--- config.mk ---
export PLATFORM = sky130hd
export DESIGN_NAME = can_bit_timing
export DESIGN_NICKNAME = d
export VERILOG_FILES = /design/src/rtl/can_bit_timing.sv
export SDC_FILE = /design/constraint.sdc
export NUM_CORES = 1
export LEC_CHECK = 0
export BUFFER_PORTS_ARGS = -buffer_cell sky130_fd_sc_hd__buf_2
export CAP_MARGIN = 20
export CORE_AREA = 3 3 56 58
export CTS_CLUSTER_SIZE = 28
export DETAILED_ROUTE_END_ITERATION = 7
export DIE_AREA = 0 0 59 61
export PLACE_DENSITY_LB_ADDON = 0.08
export SKIP_LAST_GASP = 1
export SYNTH_ARGS = -nofsm -noshare
export SYNTH_HDL_FRONTEND = slang
export SYNTH_SLANG_ARGS = --single-unit
export TNS_END_PERCENT = 50
--- constraint.sdc ---
create_clock -name wb_clk_i -period 2.5 [get_ports wb_clk_i]
set_input_delay 0.5 -clock wb_clk_i [delete_from_list [all_inputs] [get_ports wb_clk_i]]
set_output_delay 0.5 -clock wb_clk_i [all_outputs]
set_load 0.02 [all_outputs]
--- src/rtl/can_bit_timing.sv ---
// CAN bit timing logic: synchronises the raw RX pin, splits every bit into
// SYNC / TSEG1 / TSEG2 time quanta, and flags the TX change point and the
// sample point. Hard synchronisation is always present.
// Define CAN_BTL_RESYNC_EN to add soft resynchronisation (segment lengthening
// and shortening limited by the jump width). Without it, every bit has the
// nominal length.
module can_bit_timing #(
   parameter int SYNC_STAGES = 2   // RX synchroniser depth, at least 2
) (
   input  logic       wb_clk_i,
   input  logic       wb_rst_i,
   input  logic       enable,
   input  logic [5:0] brp,
   input  logic [3:0] tseg1,
   input  logic [2:0] tseg2,
   input  logic [1:0] sjw,
   input  logic       hard_sync_en,
   input  logic       rx_i,
   output logic       tx_point,
   output logic       sample_point,
   output logic       sampled_bit
);

   typedef enum logic [1:0] {
      ST_SYNC  = 2'd0,
      ST_TSEG1 = 2'd1,
      ST_TSEG2 = 2'd2
   } state_t;

   // RX synchroniser and edge detection
   logic [SYNC_STAGES-1:0] sync_q;
   logic                   rx_s;
   logic                   prev_rx;
   logic                   run;
   logic                   rx_edge;
   logic                   hard_edge;

   // Bit timing state. seg_last_q is the index of the final tq of the
   // current segment; resynchronisation moves it, so the counter itself
   // never has to jump.
   state_t     state_q, state_d;
   logic [5:0] presc_q, presc_d;
   logic [5:0] brp_q, brp_d;
   logic [4:0] tq_q, tq_d;
   logic [4:0] seg_last_q, seg_last_d;
   logic       tq_tick;
   logic       seg_end;

`ifdef CAN_BTL_RESYNC_EN
   logic       resync_q, resync_d;
   logic       soft_edge;
   logic [4:0] sjw_tq;
   logic [4:0] err;
   logic [4:0] corr;
`else
   // The jump width only matters when soft resynchronisation is built in.
   logic       unused_sjw;
   assign unused_sjw = ^sjw;
`endif

   // Holding enable low behaves exactly like reset.
   assign run       = enable && !wb_rst_i;
   assign rx_s      = sync_q[SYNC_STAGES-1];
   assign rx_edge   = run && prev_rx && !rx_s;
   assign hard_edge = rx_edge && hard_sync_en;

   assign tq_tick = (presc_q == brp_q);
   // >= rather than == so a segment shortened below the current tq count
   // still ends on the next tick.
   assign seg_end = tq_tick && (tq_q >= seg_last_q);

   // Outputs are gated by run so nothing pulses while the block is held in
   // reset; the held SYNC state then produces tx_point on the first free clock.
   assign tx_point     = run && (state_q == ST_SYNC) && (presc_q == 6'd0) && (tq_q == 5'd0);
   assign sample_point = run && (state_q == ST_TSEG1) && seg_end;

`ifdef CAN_BTL_RESYNC_EN
   assign sjw_tq    = {3'b000, sjw} + 5'd1;
   assign soft_edge = rx_edge && !hard_sync_en && !resync_q;
`endif

   // Next-state logic: prescaler, tq counter, segment sequencing and sync.
   always_comb begin
      // NOTE: every variable gets a default before any branch so that no
      // path leaves it unassigned, which would infer a latch.
      state_d    = state_q;
      presc_d    = tq_tick ? 6'd0 : presc_q + 6'd1;
      brp_d      = tq_tick ? brp : brp_q;
      tq_d       = tq_tick ? tq_q + 5'd1 : tq_q;
      seg_last_d = seg_last_q;
`ifdef CAN_BTL_RESYNC_EN
      // The resync allowance is renewed at every sample point.
      resync_d   = sample_point ? 1'b0 : resync_q;
      err        = 5'd0;
      corr       = 5'd0;
`endif

      if (seg_end) begin
         tq_d = 5'd0;
         unique case (state_q)
            ST_SYNC: begin
               state_d    = ST_TSEG1;
               seg_last_d = {1'b0, tseg1};
            end
            ST_TSEG1: begin
               state_d    = ST_TSEG2;
               seg_last_d = {2'b00, tseg2};
            end
            default: begin
               state_d    = ST_SYNC;
               seg_last_d = 5'd0;
            end
         endcase
      end

`ifdef CAN_BTL_RESYNC_EN
      if (soft_edge) begin
         if ((state_q == ST_TSEG1) && !sample_point) begin
            // Late edge: stretch TSEG1 by the completed tq, capped at sjw+1.
            err        = tq_q;
            corr       = (err < sjw_tq) ? err : sjw_tq;
            seg_last_d = seg_last_q + corr;
            resync_d   = 1'b1;
         end else if (state_q != ST_SYNC) begin
            // Early edge: shorten TSEG2 by the remaining tq, capped at sjw+1.
            // An edge on the sample-point clock sees the whole of TSEG2 ahead.
            err      = (state_q == ST_TSEG1) ? {2'b00, tseg2} + 5'd1
                                             : seg_last_q - tq_q + 5'd1;
            corr     = (err < sjw_tq) ? err : sjw_tq;
            resync_d = 1'b1;
            if (corr >= err) begin
               // Nothing of TSEG2 left: the edge starts the next bit's TSEG1.
               state_d    = ST_TSEG1;
               tq_d       = 5'd0;
               presc_d    = 6'd0;
               brp_d      = brp;
               seg_last_d = {1'b0, tseg1};
            end else begin
               seg_last_d = ((state_q == ST_TSEG1) ? {2'b00, tseg2} : seg_last_q) - corr;
            end
         end
      end
`endif

      // Hard sync wins over everything: restart the bit at the top of TSEG1.
      if (hard_edge) begin
         state_d    = ST_TSEG1;
         tq_d       = 5'd0;
         presc_d    = 6'd0;
         brp_d      = brp;
         seg_last_d = {1'b0, tseg1};
`ifdef CAN_BTL_RESYNC_EN
         resync_d   = 1'b1;
`endif
      end
   end

   // State registers, RX synchroniser and sampled bit.
   always_ff @(posedge wb_clk_i) begin
      // NOTE: sequential state uses non-blocking assignments only, so every
      // register samples the pre-edge value of every other register.
      if (!run) begin
         sync_q      <= '1;
         prev_rx     <= 1'b1;
         state_q     <= ST_SYNC;
         presc_q     <= 6'd0;
         brp_q       <= brp;
         tq_q        <= 5'd0;
         seg_last_q  <= 5'd0;
         sampled_bit <= 1'b1;
`ifdef CAN_BTL_RESYNC_EN
         resync_q    <= 1'b0;
`endif
      end else begin
         sync_q     <= {sync_q[SYNC_STAGES-2:0], rx_i};
         prev_rx    <= rx_s;
         state_q    <= state_d;
         presc_q    <= presc_d;
         brp_q      <= brp_d;
         tq_q       <= tq_d;
         seg_last_q <= seg_last_d;
         if (sample_point) begin
            sampled_bit <= rx_s;
         end
`ifdef CAN_BTL_RESYNC_EN
         resync_q   <= resync_d;
`endif
      end
   end

endmodule

==> metrics <==
Synth cell types 35; Layout Cells excl Fill 195; Worst Path Required 2.00 ns; post-route cell area 1530 µm²; YS warnings 0; die width between 50 and 60 µm; post-placement cell area about 1500 µm²; first-pass GRT wire length approximately 4000 µm; Final Setup Violations 0; post-synthesis compound-gate area fraction 11.0%; Synth Flop Type dfxtp_1; clock root cell clkbuf_4; sequential area share after synthesis 45.0%; CP arrival 1.91 ns; Static Leak 0.000627 µW; Worst setup EP type output port; residual DRC count 0; Cells after DPL 188; P&R area growth vs syn 14.9%; leading area contributor after synthesis dfxtp_1; crit-path max cell delay about 0.37 ns; total iterations of the first detailed-routing run 4; main combinational cell family by area after synthesis simple AND/OR/NAND/NOR gates; Setup TNS Final 0 ns; worst hold path class in -> reg; port bufs 20; fmax slightly above 400 MHz; Async S/R FF share, synth 0%; Synth top area share 31.5%; Worst path slowest cell or3_4; Routed Antenna Nets 0; PD cells 463 nW/µm²; Rel. slew slack 70.7%; Pins Over Slew Limit 0; post-synthesis adder-cell area fraction under 10%; Max Buffers Root-to-Sink 2; Synth area leaders dfxtp_1 (31%), edfxtp_1 (13%), ha_1 (7.5%), xnor2_1 (6.6%), nor2_1 (4.5%); CTS buffer count 3; Cell Area, Synth 1340 µm²; hpwl dp 1940 µm; GR Overflow Total 0; share of power burned in registers 65.2%; clock skew around 0.016 ns; crit-path cells inv_1, ha_1, nor2b_1, o21ai_1, nand4_2, or3_4, nor2_4, buf_6; All-Layer GR Usage ~15%; switching share of power 23.1%; Syn Area/Cell 9.47 µm²; Via density 5.21; status finished, final reports clean; DR WL/cell 12.8 µm; Clk pwr share 26.1%; die area 3600 µm²; Initial DRC Count 32; Worst-Skew Late Latency 0.32 ns; crit path launch type flip-flop; pre-CTS setup slack 0.241 ns; Synth Instances 141; DR vias 1,015; fin nets 193; Int Pwr around 550 µW; Initial Utilization 49.3%; min Tclk post-route 2.41 ns; Seq cells post-synth 27; worst setup margin 0.0870 ns; routed wire length roughly 2500 µm; Syn Nets about 170; Post-synth EDFFs 6; Slew @ Worst Pin 0.440 ns; H-tree depth 1; hold_buf cts 0; WS Path Type reg -> out; post-synthesis xor/xnor area fraction ~8.5%; IO Count 23; VDD IR max 0.376 mV; final period utilization a little over nine tenths; CTS tree built; Cell Rows 19; post-synthesis mux area share 0%; Die Y 61 µm; Switch Pwr 164 µW; Comb pwr share 8.7%; GPL Wtd Cong 0.835; unrepaired setup endpoints after global routing true; largest net degree at the start of global routing 16; Final Hold Fails 0; antenna cells 0; Post-Synth Simple-Gate Area 23.2%; core area approximately 2700 µm²; vias in the first global route 865; Max Cap Viol 0; CTS sink cnt 27; initial antenna violation count 0; share of layout cells above drive strength 1 ~23%; worst-path maximum fanout 2; clock slew at reported path FFs 0.15 ns
[power groups by stage]
stage          sequential (µW)  clock (µW)  combinational (µW)
2_1_floorplan              471           0                37.0
3_3_place_gp               473           0                58.7
3_5_place_dp               473           0                60.1
4_1_cts                    463         197                60.9
5_1_grt                    465         211                69.2
6_report                   463         185                61.8
[cell families after synthesis]
logic type                 Yosys count
and+or+nand+nor                     59
adders and majority gates            8
xor gates and xnor gates            13
buffers and inverters               15
DFF                                 27
AOI/OAI and AO/OA                   19
[routing by layer]
metal,wire [µm],part of all wire [%],GRT usage [%],up-vias
met5,0,0,0,-
met4,18,0.72,5.83,0
met3,71,2.8,1.91,2
met2,1220,49,23.3,16
met1,1190,48,21.0,463
li1,-,-,-,534
[registers in the layout (all words and copies together) (netlist names)]
| signal | cells |
|---|---|
| brp_q | 6 |
| presc_q | 6 |
| prev_rx | 1 |
| sampled_bit | 1 |
| seg_last_q | 4 |
| state_q | 2 |
| sync_q | 2 |
| tq_q | 5 |
[layout make-up]
cell class                      instances  area, µm²
Clock buffer                            3       22.5
Clock inverter                          1       5.00
Fill cell                             263       1180
Inverter                               10       37.5
Multi-Input combinational cell         99        691
Sequential cell                        27        603
Tap cell                               31       38.8
Timing Repair Buffer                   24        136
[timing repair]
item                                    in CTS  in global routing
gates resized for setup                      1                  7
endpoints found under the setup margin       1                  1
cloned                                       0                  0
pin swaps                                    1                  2
setup buffers                                2                  1
[per-stage QoR]
step	hold slack (ns)	power [µW]	util [%]
after floorplan	0.386	508	-
after global placement	0.390	531	53.7
after detailed placement	0.397	533	53.7
after CTS	0.322	721	55.3
after global routing	0.316	745	56.6
final	0.335	710	56.6
[critical path: cells and delay by family, from the launching register on]
family / cells / cell delay, ns
AOI/OAI and AO/OA: 1 / 0.18
adders and majority gates: 1 / 0.27
DFF: 1 / 0.36
buffers and inverters: 2 / 0.17
and+or+nand+nor: 4 / 0.62
[path summary, 6_finish.rpt]
check / cells after the start / slack [ns] / end / from
hold reg to reg: 1 / 0.43 / sync_q[1] / sync_q[0]
setup / recovery: 8 / 0.09 / sample_point / tq_q[0]
setup reg to reg: 4 / 0.65 / brp_q[2] / presc_q[1]
hold / removal: 1 / 0.34 / brp_q[5] / brp[5]
[synthesized netlist by cell type (3+ instances only)]
master and instances:
clkbuf_1 4, nand2b_1 4, o221ai_1 3, edfxtp_1 6
nand2_1 14, ha_1 8, dfxtp_1 21, nor2_1 16
nand3_1 7, nor4_1 3, a2bb2oi_1 3, xor2_1 3
o211a_1 3, inv_1 10, xnor2_1 10, a21oi_1 3
[cell usage in the layout, fill, tap and decap left out, types with 4 or more instances in the layout]
master	instances
buf_2	19
dfxtp_1	19
nor2_1	15
nand2_1	14
inv_1	10
xnor2_1	9
ha_1	8
nand3_1	7
edfxtp_1	6
nand2b_1	4
buf_4	4
No activity file was read; power rests on OpenSTA's default activity.
